[src/rtl/seq_mov_pkg.sv]
// Shared encodings for the sequential move/shift unit: operation modes,
// FSM state encoding and a helper that says which modes consume the count.
// Rotate support is controlled by the SEQ_MOV_ROTATE_EN macro.
package seq_mov_pkg;

    localparam logic [2:0] MODE_MOV = 3'b000;
    localparam logic [2:0] MODE_NOT = 3'b001;
    localparam logic [2:0] MODE_SHL = 3'b010;
    localparam logic [2:0] MODE_SHR = 3'b011;
    localparam logic [2:0] MODE_ASR = 3'b100;
    localparam logic [2:0] MODE_ROL = 3'b101;
    localparam logic [2:0] MODE_ROR = 3'b110;
    localparam logic [2:0] MODE_RSV = 3'b111;

    typedef enum logic [1:0] {
        ST_IDLE = 2'd0,
        ST_RUN  = 2'd1,
        ST_DONE = 2'd2
    } state_t;

    // True when the mode walks the step counter; every other mode finishes
    // with a zero count and returns the latched operand as-is.
    function automatic logic mode_steps(input logic [2:0] m);
        logic r;
        r = 1'b0;
        case (m)
            MODE_SHL, MODE_SHR, MODE_ASR: r = 1'b1;
`ifdef SEQ_MOV_ROTATE_EN
            MODE_ROL, MODE_ROR:           r = 1'b1;
`endif
            default:                      r = 1'b0;
        endcase
        return r;
    endfunction

endpackage

[src/rtl/shift_step.sv]
// Combinational single-bit step of the latched mode applied to the work
// register. Rotates exist only when SEQ_MOV_ROTATE_EN is defined; otherwise
// those modes fall through to a pass-through like MOV.
module shift_step
    import seq_mov_pkg::*;
#(
    parameter int Nsize = 8
) (
    input  logic [Nsize-1:0] work,
    input  logic [2:0]       mode,
    output logic [Nsize-1:0] next_work
);

    // One-bit move of work according to mode; unstepped modes pass through.
    always_comb begin
        next_work = work;
        case (mode)
            MODE_SHL: next_work = {work[Nsize-2:0], 1'b0};
            MODE_SHR: next_work = {1'b0, work[Nsize-1:1]};
            MODE_ASR: next_work = {work[Nsize-1], work[Nsize-1:1]};
`ifdef SEQ_MOV_ROTATE_EN
            MODE_ROL: next_work = {work[Nsize-2:0], work[Nsize-1]};
            MODE_ROR: next_work = {work[0], work[Nsize-1:1]};
`endif
            default:  next_work = work;
        endcase
    end

endmodule

[src/rtl/seq_mov_shift.sv]
// Sequential move/shift unit: latches an operand on start, steps it one bit
// per cycle for amt cycles, then publishes it in result with a one-cycle done.
// Handshake: start is sampled only while idle (busy=0); while busy=1 start is
// ignored; done is high for exactly one cycle and result is valid from that
// cycle until the next done. Optional rotate modes: SEQ_MOV_ROTATE_EN.
module seq_mov_shift
    import seq_mov_pkg::*;
#(
    parameter  int Nsize = 8,
    localparam int Asize = $clog2(Nsize)
) (
    input  logic             clk,
    input  logic             rst_n,
    input  logic             start,
    input  logic [2:0]       mode,
    input  logic [Nsize-1:0] a,
    input  logic [Asize-1:0] amt,
    output logic [Nsize-1:0] result,
    output logic             busy,
    output logic             done,
    output logic [1:0]       state_dbg
);

    state_t           state_q, state_d;
    logic [Nsize-1:0] work_q;
    logic [Nsize-1:0] work_step;
    logic [Asize-1:0] cnt_q;
    logic [2:0]       mode_q;
    logic [Nsize-1:0] result_q;

    shift_step #(.Nsize(Nsize)) u_step (
        .work      (work_q),
        .mode      (mode_q),
        .next_work (work_step)
    );

    // Next-state logic: IDLE -> RUN on start, RUN -> DONE when count is spent,
    // DONE -> IDLE unconditionally.
    always_comb begin
        state_d = state_q;
        case (state_q)
            ST_IDLE: if (start) state_d = ST_RUN;
            ST_RUN:  if (cnt_q == '0) state_d = ST_DONE;
            ST_DONE: state_d = ST_IDLE;
            default: state_d = ST_IDLE;
        endcase
    end

    // State register plus datapath: latch on accept, step while counting,
    // publish result on the way into DONE.
    always_ff @(posedge clk) begin
        if (!rst_n) begin
            state_q  <= ST_IDLE;
            work_q   <= '0;
            cnt_q    <= '0;
            mode_q   <= MODE_MOV;
            result_q <= '0;
        end else begin
            state_q <= state_d;
            case (state_q)
                ST_IDLE: begin
                    if (start) begin
                        work_q <= (mode == MODE_NOT) ? ~a : a;
                        mode_q <= mode;
                        cnt_q  <= mode_steps(mode) ? amt : '0;
                    end
                end
                ST_RUN: begin
                    if (cnt_q != '0) begin
                        work_q <= work_step;
                        cnt_q  <= cnt_q - Asize'(1);
                    end else begin
                        result_q <= work_q;
                    end
                end
                default: ;
            endcase
        end
    end

    assign result    = result_q;
    assign busy      = (state_q == ST_RUN) || (state_q == ST_DONE);
    assign done      = (state_q == ST_DONE);
    assign state_dbg = state_q;

endmodule

[config.mk]
export PLATFORM = sky130hd
export DESIGN_NAME = seq_mov_shift
export DESIGN_NICKNAME = d
export VERILOG_FILES = /design/src/rtl/seq_mov_pkg.sv /design/src/rtl/shift_step.sv /design/src/rtl/seq_mov_shift.sv
export SDC_FILE = /design/constraint.sdc
export NUM_CORES = 1
export LEC_CHECK = 0
export ABC_CLOCK_PERIOD_IN_PS = 3350
export BUFFER_PORTS_ARGS = -buffer_cell sky130_fd_sc_hd__buf_2
export CAP_MARGIN = 5
export CORE_UTILIZATION = 57
export DETAILED_ROUTE_END_ITERATION = 7
export PLACE_DENSITY = 0.88
export SYNTH_ARGS = -nofsm -noshare
export SYNTH_HDL_FRONTEND = slang
export SYNTH_SLANG_ARGS = --single-unit
[constraint.sdc]
create_clock -name clk -period 3.35 [get_ports clk]
set_clock_uncertainty 0.15 [all_clocks]
set_input_delay 0.67 -clock clk [delete_from_list [all_inputs] [get_ports clk]]
set_output_delay 0.67 -clock clk [all_outputs]
set_load 0.1 [all_outputs]
==> results of run 1 <==
-- layout by cell type (no fill, tap or decap), types with 2 or more instances in the layout --
| cell type | count |
|---|---|
| nand2_1 | 26 |
| a22oi_1 | 7 |
| nand2b_1 | 6 |
| dfxtp_1 | 24 |
| buf_2 | 28 |
| a211oi_1 | 2 |
| xor2_1 | 6 |
| o21ai_0 | 6 |
| mux2i_1 | 4 |
| o21ai_1 | 3 |
| nand3_1 | 4 |
| nor2_1 | 5 |
| a31oi_1 | 5 |
| a21oi_1 | 17 |
| inv_1 | 7 |
| clkbuf_4 | 3 |
| nor2b_1 | 3 |
| ha_1 | 6 |
| nand4b_1 | 2 |
| a211o_1 | 2 |
-- routing by layer --
layer	vias up	global-route usage (%)	share of wire, %
met3	8	7.099	5.5
met2	59	50.68	53
met4	0	10.95	2.3
met5	-	0	0
li1	602	-	-
met1	585	28.41	39
-- registers in the layout (all words and copies together), names as in the netlist --
| register | flops |
|---|---|
| result | 8 |
| work_q | 8 |
| cnt_q | 3 |
| mode_q | 3 |
| state_dbg | 2 |
-- power by group through the flow --
stage / registers [mW] / clock network (mW) / logic, mW
after floorplan: 0.576 / 0 / 0.507
after detailed placement: 0.448 / 0 / 0.755
after CTS: 0.442 / 0.155 / 0.761
final: 0.443 / 0.155 / 0.764
after global routing: 0.453 / 0.170 / 0.823
after global placement: 0.441 / 0 / 0.725
-- through the flow --
step / cell area [µm²] / setup WS (ns) / util (%)
2_1_floorplan: 1310 / 0.4677 / -
3_3_place_gp: 1451 / 1.076 / 70.39
3_5_place_dp: 1451 / 0.9503 / 70.39
4_1_cts: 1488 / 0.8878 / 72.15
5_1_grt: 1488 / 0.6247 / 72.15
6_report: 1488 / 0.8613 / 72.15
-- critical path, delay by kind of cell (launching register included) --
| family | cells | cell delay, ns |
|---|---|---|
| AOI/OAI and AO/OA | 2 | 0.76 |
| adders and majority gates | 1 | 0.52 |
| muxes | 1 | 0.36 |
| DFF | 1 | 0.35 |
| and+or+nand+nor | 1 | 0.18 |
| buffers and inverters | 1 | 0.11 |
-- cell type report --
cell class	instances	area share [%]
Multi-Input combinational cell	119	51.30
Sequential cell	24	32.30
Timing Repair Buffer	29	9.924
Clock buffer	4	2.439
Tap cell	27	2.271
Inverter	7	1.766
-- worst max-delay path by stage --
stage / cells past startpoint / endpoint / slack (ns) / from
6_report: 6 / work_q[3] / 0.86 / state_dbg[1]
5_1_grt: 6 / work_q[0] / 0.62 / state_dbg[1]
4_1_cts: 6 / work_q[3] / 0.89 / state_dbg[1]
3_5_place_dp: 6 / work_q[0] / 0.95 / state_dbg[1]
3_3_place_gp: 6 / work_q[4] / 1.08 / state_dbg[1]
2_1_floorplan: 2 / busy / 0.47 / state_dbg[0]
-- logic make-up after synthesis --
family | share of synthesized area, %
AOI/OAI and AO/OA | 22.73
xor gates and xnor gates | 4.011
adders and majority gates | 5.731
buffers and inverters | 5.063
DFF | 36.68
muxes | 3.056
and+or+nand+nor | 22.73
==> flow_summary.json, run 1 <==
{
  "status": "completed",
  "synthDistinctLibCells": 36,
  "switchingPower_uw": 710.6,
  "p_per_area_nw_per_um2": 915.4,
  "cts_num_sinks": 24,
  "p_clk_share_pct": 11.4,
  "core_area_um2": 2062,
  "start_util_pct": 63.53,
  "cts_resized": 0,
  "drt_iter0_markers": 34,
  "critPathLaunchType": "flop",
  "syn-cell-area_um2": 1310,
  "cpMaxStageDelayCell": "a311oi_4",
  "grt_use_total_pct": 27.20,
  "grt_max_degree": 17,
  "dpl.cell_count": 206,
  "multi_input_area_um2": 763.2,
  "hold_slack_ns": 0.3082,
  "area_delta_synth_final_pct": 13.56,
  "die_h_um": 49.94,
  "ant_nets": 0,
  "hold_depth": 2,
  "ff_latch_area_um2": 480.5,
  "cts_htree_levels": 1,
  "synth_area_leaders": "dfxtp_1 37%, nand2_1 7.4%, a21oi_1 6.5%, ha_1 5.7%, a22oi_1 4.0%",
  "cts_setup_buffers": 0,
  "cp_data_required_time_ns": 3.46,
  "ys.warnings.count": 0,
  "endpoint_kind": "flop",
  "syn_avg_cell_area_um2": 8.291,
  "clockBufferDepth": 2,
  "wirelength_mm": 3.065,
  "cts_hold_buf": 0,
  "port-buffer-count": 28,
  "crit_arrival_ns": 2.60,
  "drv_cap": 0,
  "layout.cells.non_filler": 210,
  "switching_share_pct": 52.19,
  "pwr-share-seq_pct": 32.5,
  "n_fill_cell": 167,
  "root_buffer": "clkbuf_4",
  "routed_via_density": 5.971,
  "wl_per_cell_um": 14.60,
  "timing.fmax_mhz": 401.8,
  "drc": 0,
  "synth_top_area_share_pct": 36.68,
  "crit_type": "flop to flop",
  "hp-class": "flop to flop",
  "timing.slew.headroom_pct": 55.92,
  "dp_hpwl_mm": 2.281,
  "r2r_end": "work_q[3]",
  "diodes": 0,
  "ys.flop_type": "dfxtp_1",
  "ys_ff_latch": 24,
  "combPwrFrac_pct": 56.1,
  "r2r_start": "state_dbg[1]",
  "synthArstFlopShare_pct": 0,
  "finalCritPeriodShare_pct": 74.29,
  "grt_overflow": 0,
  "ir_drop_mv": 0.8163,
  "tightest_slew_ns": 0.6429,
  "synthCells": 158,
  "die-area_um2": 2494,
  "synth_common_cells": "26 x nand2_1, 24 x dfxtp_1, 17 x a21oi_1",
  "drt-pass1-iter-count": 4,
  "die_x_um": 49.94,
  "rows": 16,
  "fin_nets": 207,
  "synth-edff-count": 0,
  "via_count": 1254,
  "antenna_found_initial": 0,
  "globalplace.congestion": 0.8695,
  "r2r_slack_ns": 0.86,
  "grt_pass1_vias": 1260,
  "cts.clk_slew.worst_paths_ns": 0.13,
  "critPathMaxStageDelay_ns": 0.60,
  "finalMaxSlewViolations": 0,
  "cts_made_buffers": 3,
  "layout-drive-gt1-share_pct": 20.77,
  "min_to": "result[6]",
  "clk_latency_ns": 0.32,
  "p_leak_nw": 0.6274,
  "cts_tree": "built",
  "ys_seq_area_share_pct": 36.68,
  "tns_ns": 0,
  "p_total_mw": 1.362,
  "syn_nets": 181,
  "finalHoldViolCount": 0,
  "cp_max_fo": 16,
  "rsz0062_at_grt": "no",
  "cp_cell_sequence": "inv_1, ha_1, mux2i_1, a311oi_4, nand4_1, a21oi_1",
  "io_pins": 29,
  "r2r_cells": 6,
  "setup_viol": 0,
  "grt_pass1_wl_mm": 5.271,
  "synth_top_area_cell": "dfxtp_1",
  "min_period_ns": 2.489,
  "yosysMostFrequentCell": "nand2_1",
  "power.internal_uw": 651.1,
  "holdCritStartpoint": "result[6]"
}
(Power assumes the default switching activity.)
==> run 2: changes to the inputs <==
- ABC_CLOCK_PERIOD_IN_PS: 3350 -> 2500
- CORE_UTILIZATION: 57 -> 53
- PLACE_DENSITY: 0.88 -> 0.83
- clock period: 3.35 -> 2.5 ns (I/O delays scaled with it)
==> run 2 against run 1 <==
Compared with the run above: first-iteration DRC count increased by 12%; largest power group unchanged; count of clock-buffer cells in the layout decreased by 1; power increased by 39%; combinational power up 34%; non-clock buffer count is 1 higher; worst hold slack lost 0.017 ns; core utilization decreased by 5.5 points; critical path depth unchanged.
==> flow_summary.json, run 2 (synthesized netlist as in run 1, its figures left out) <==
{
  "die_x_um": 51.72,
  "drt-pass1-iter-count": 4,
  "ant_nets": 0,
  "ir_drop_mv": 1.169,
  "cts_num_sinks": 24,
  "drv_cap": 0,
  "ff_latch_area_um2": 483.0,
  "core_area_um2": 2276,
  "cts_made_buffers": 3,
  "die_h_um": 51.72,
  "cp_max_fo": 14,
  "power.internal_uw": 958.1,
  "layout.cells.non_filler": 212,
  "endpoint_kind": "flop",
  "io_pins": 29,
  "p_clk_share_pct": 14.9,
  "min_period_ns": 2.229,
  "grt_pass1_vias": 1093,
  "wirelength_mm": 2.836,
  "pwr-share-seq_pct": 31.3,
  "grt_use_total_pct": 23.68,
  "cts_resized": 0,
  "dpl.cell_count": 208,
  "grt_max_degree": 17,
  "layout-drive-gt1-share_pct": 22.83,
  "status": "completed",
  "critPathLaunch": "state_dbg[1]",
  "dp_hpwl_mm": 2.102,
  "setup_viol": 0,
  "switchingPower_uw": 939.2,
  "antenna_found_initial": 0,
  "mostFrequentLayoutCell": "buf_2",
  "port-buffer-count": 28,
  "layout_common_cells": "28 x buf_2, 26 x nand2_1, 22 x dfxtp_1",
  "cts_hold_buf": 0,
  "switching_share_pct": 49.50,
  "tns_ns": 0,
  "rsz0062_at_grt": "no",
  "p_leak_nw": 0.6392,
  "combPwrFrac_pct": 53.8,
  "root_buffer": "clkbuf_4",
  "finalMaxSlewViolations": 0,
  "grt_overflow": 0,
  "timing.slew.headroom_pct": 58.48,
  "hp-class": "input pin to flop",
  "n_fill_cell": 191,
  "finalCritPeriodShare_pct": 89.16,
  "routed_via_density": 5.792,
  "finalHoldViolCount": 0,
  "crit_type": "flop to flop",
  "rows": 17,
  "tightest_slew_ns": 0.6055,
  "via_count": 1228,
  "globalplace.congestion": 0.8776,
  "cts_setup_buffers": 0,
  "drc": 0,
  "start_util_pct": 57.56,
  "cts.clk_slew.worst_paths_ns": 0.14,
  "grt_pass1_wl_mm": 4.747,
  "cts_tree": "built",
  "area_delta_synth_final_pct": 15.86,
  "drt_iter0_markers": 38,
  "die-area_um2": 2674,
  "multi_input_area_um2": 765.7,
  "timing.fmax_mhz": 448.6,
  "clockBufferDepth": 2,
  "critPathLaunchType": "flop",
  "r2r_start": "state_dbg[1]",
  "p_per_area_nw_per_um2": 1250,
  "wl_per_cell_um": 13.38,
  "cp_data_required_time_ns": 2.60,
  "holdCritStartpoint": "mode[0]",
  "fin_nets": 208,
  "cts_htree_levels": 1,
  "crit_arrival_ns": 2.33,
  "clk_latency_ns": 0.32,
  "utilization_pct": 66.69,
  "diodes": 0
}
## run 2: changes by cell type in the layout (fill, tap and decap cells not counted)
| cell | change |
|---|---|
| ha_1 | -1 |
| buf_4 | +1 |
| dfxtp_2 | +2 |
| dfxtp_1 | -2 |
| ha_2 | +1 |
| clkbuf_8 | -1 |
| bufinv_16 | +1 |
## run 2: area by class of cell
type | instances | share of cell area (%)
clock buffers | 3 | 1.484
clock inverters | 1 | 1.979
inverters | 7 | 1.731
multi-input cells | 119 | 50.45
flip-flops and latches | 24 | 31.82
well taps | 28 | 2.308
repair buffers | 30 | 10.22
## run 2: critical path, cell delays in order (launching register included)
cell and delay [ns]:
dfxtp_2 0.36, inv_1 0.08, ha_1 0.25, and3b_1 0.35, a311oi_4 0.63, nand4_1 0.17
a21oi_1 0.17
## run 2: worst paths after layout
path | cells past startpoint | to | slack (ns)
max | 6 | work_q[3] | 0.27
min | 3 | mode_q[0] | 0.29
max reg2reg | 6 | work_q[3] | 0.27
min reg2reg | 2 | result[0] | 0.31
## run 2: stage by stage
| step | setup WS (ns) | hold slack [ns] | total power, mW | area, µm² |
|---|---|---|---|---|
| floorplan | 0.2270 | 0.2920 | 1.462 | 1315 |
| global placement | 0.4456 | 0.2945 | 1.575 | 1465 |
| detailed placement | 0.3349 | 0.2962 | 1.612 | 1465 |
| CTS | 0.2972 | 0.2887 | 1.899 | 1518 |
| global route | 0.1288 | 0.2918 | 2.016 | 1518 |
| finish | 0.2710 | 0.2912 | 1.897 | 1518 |
## run 2: power by group through the flow
stage | clock network, mW | registers (mW) | logic (mW)
after global placement | 0 | 0.595 | 0.980
after CTS | 0.286 | 0.591 | 1.02
after floorplan | 0 | 0.776 | 0.687
final | 0.283 | 0.594 | 1.02
after detailed placement | 0 | 0.596 | 1.02
after global routing | 0.304 | 0.604 | 1.11
## run 2: per-layer routing
metal / share of wire [%] / global-route usage, % / vias to the layer above
met1: 44 / 29.57 / 563
met2: 48 / 39.18 / 50
met4: 2.1 / 11.26 / 0
li1: - / - / 607
met5: 0 / 0 / -
met3: 5.7 / 4.094 / 8
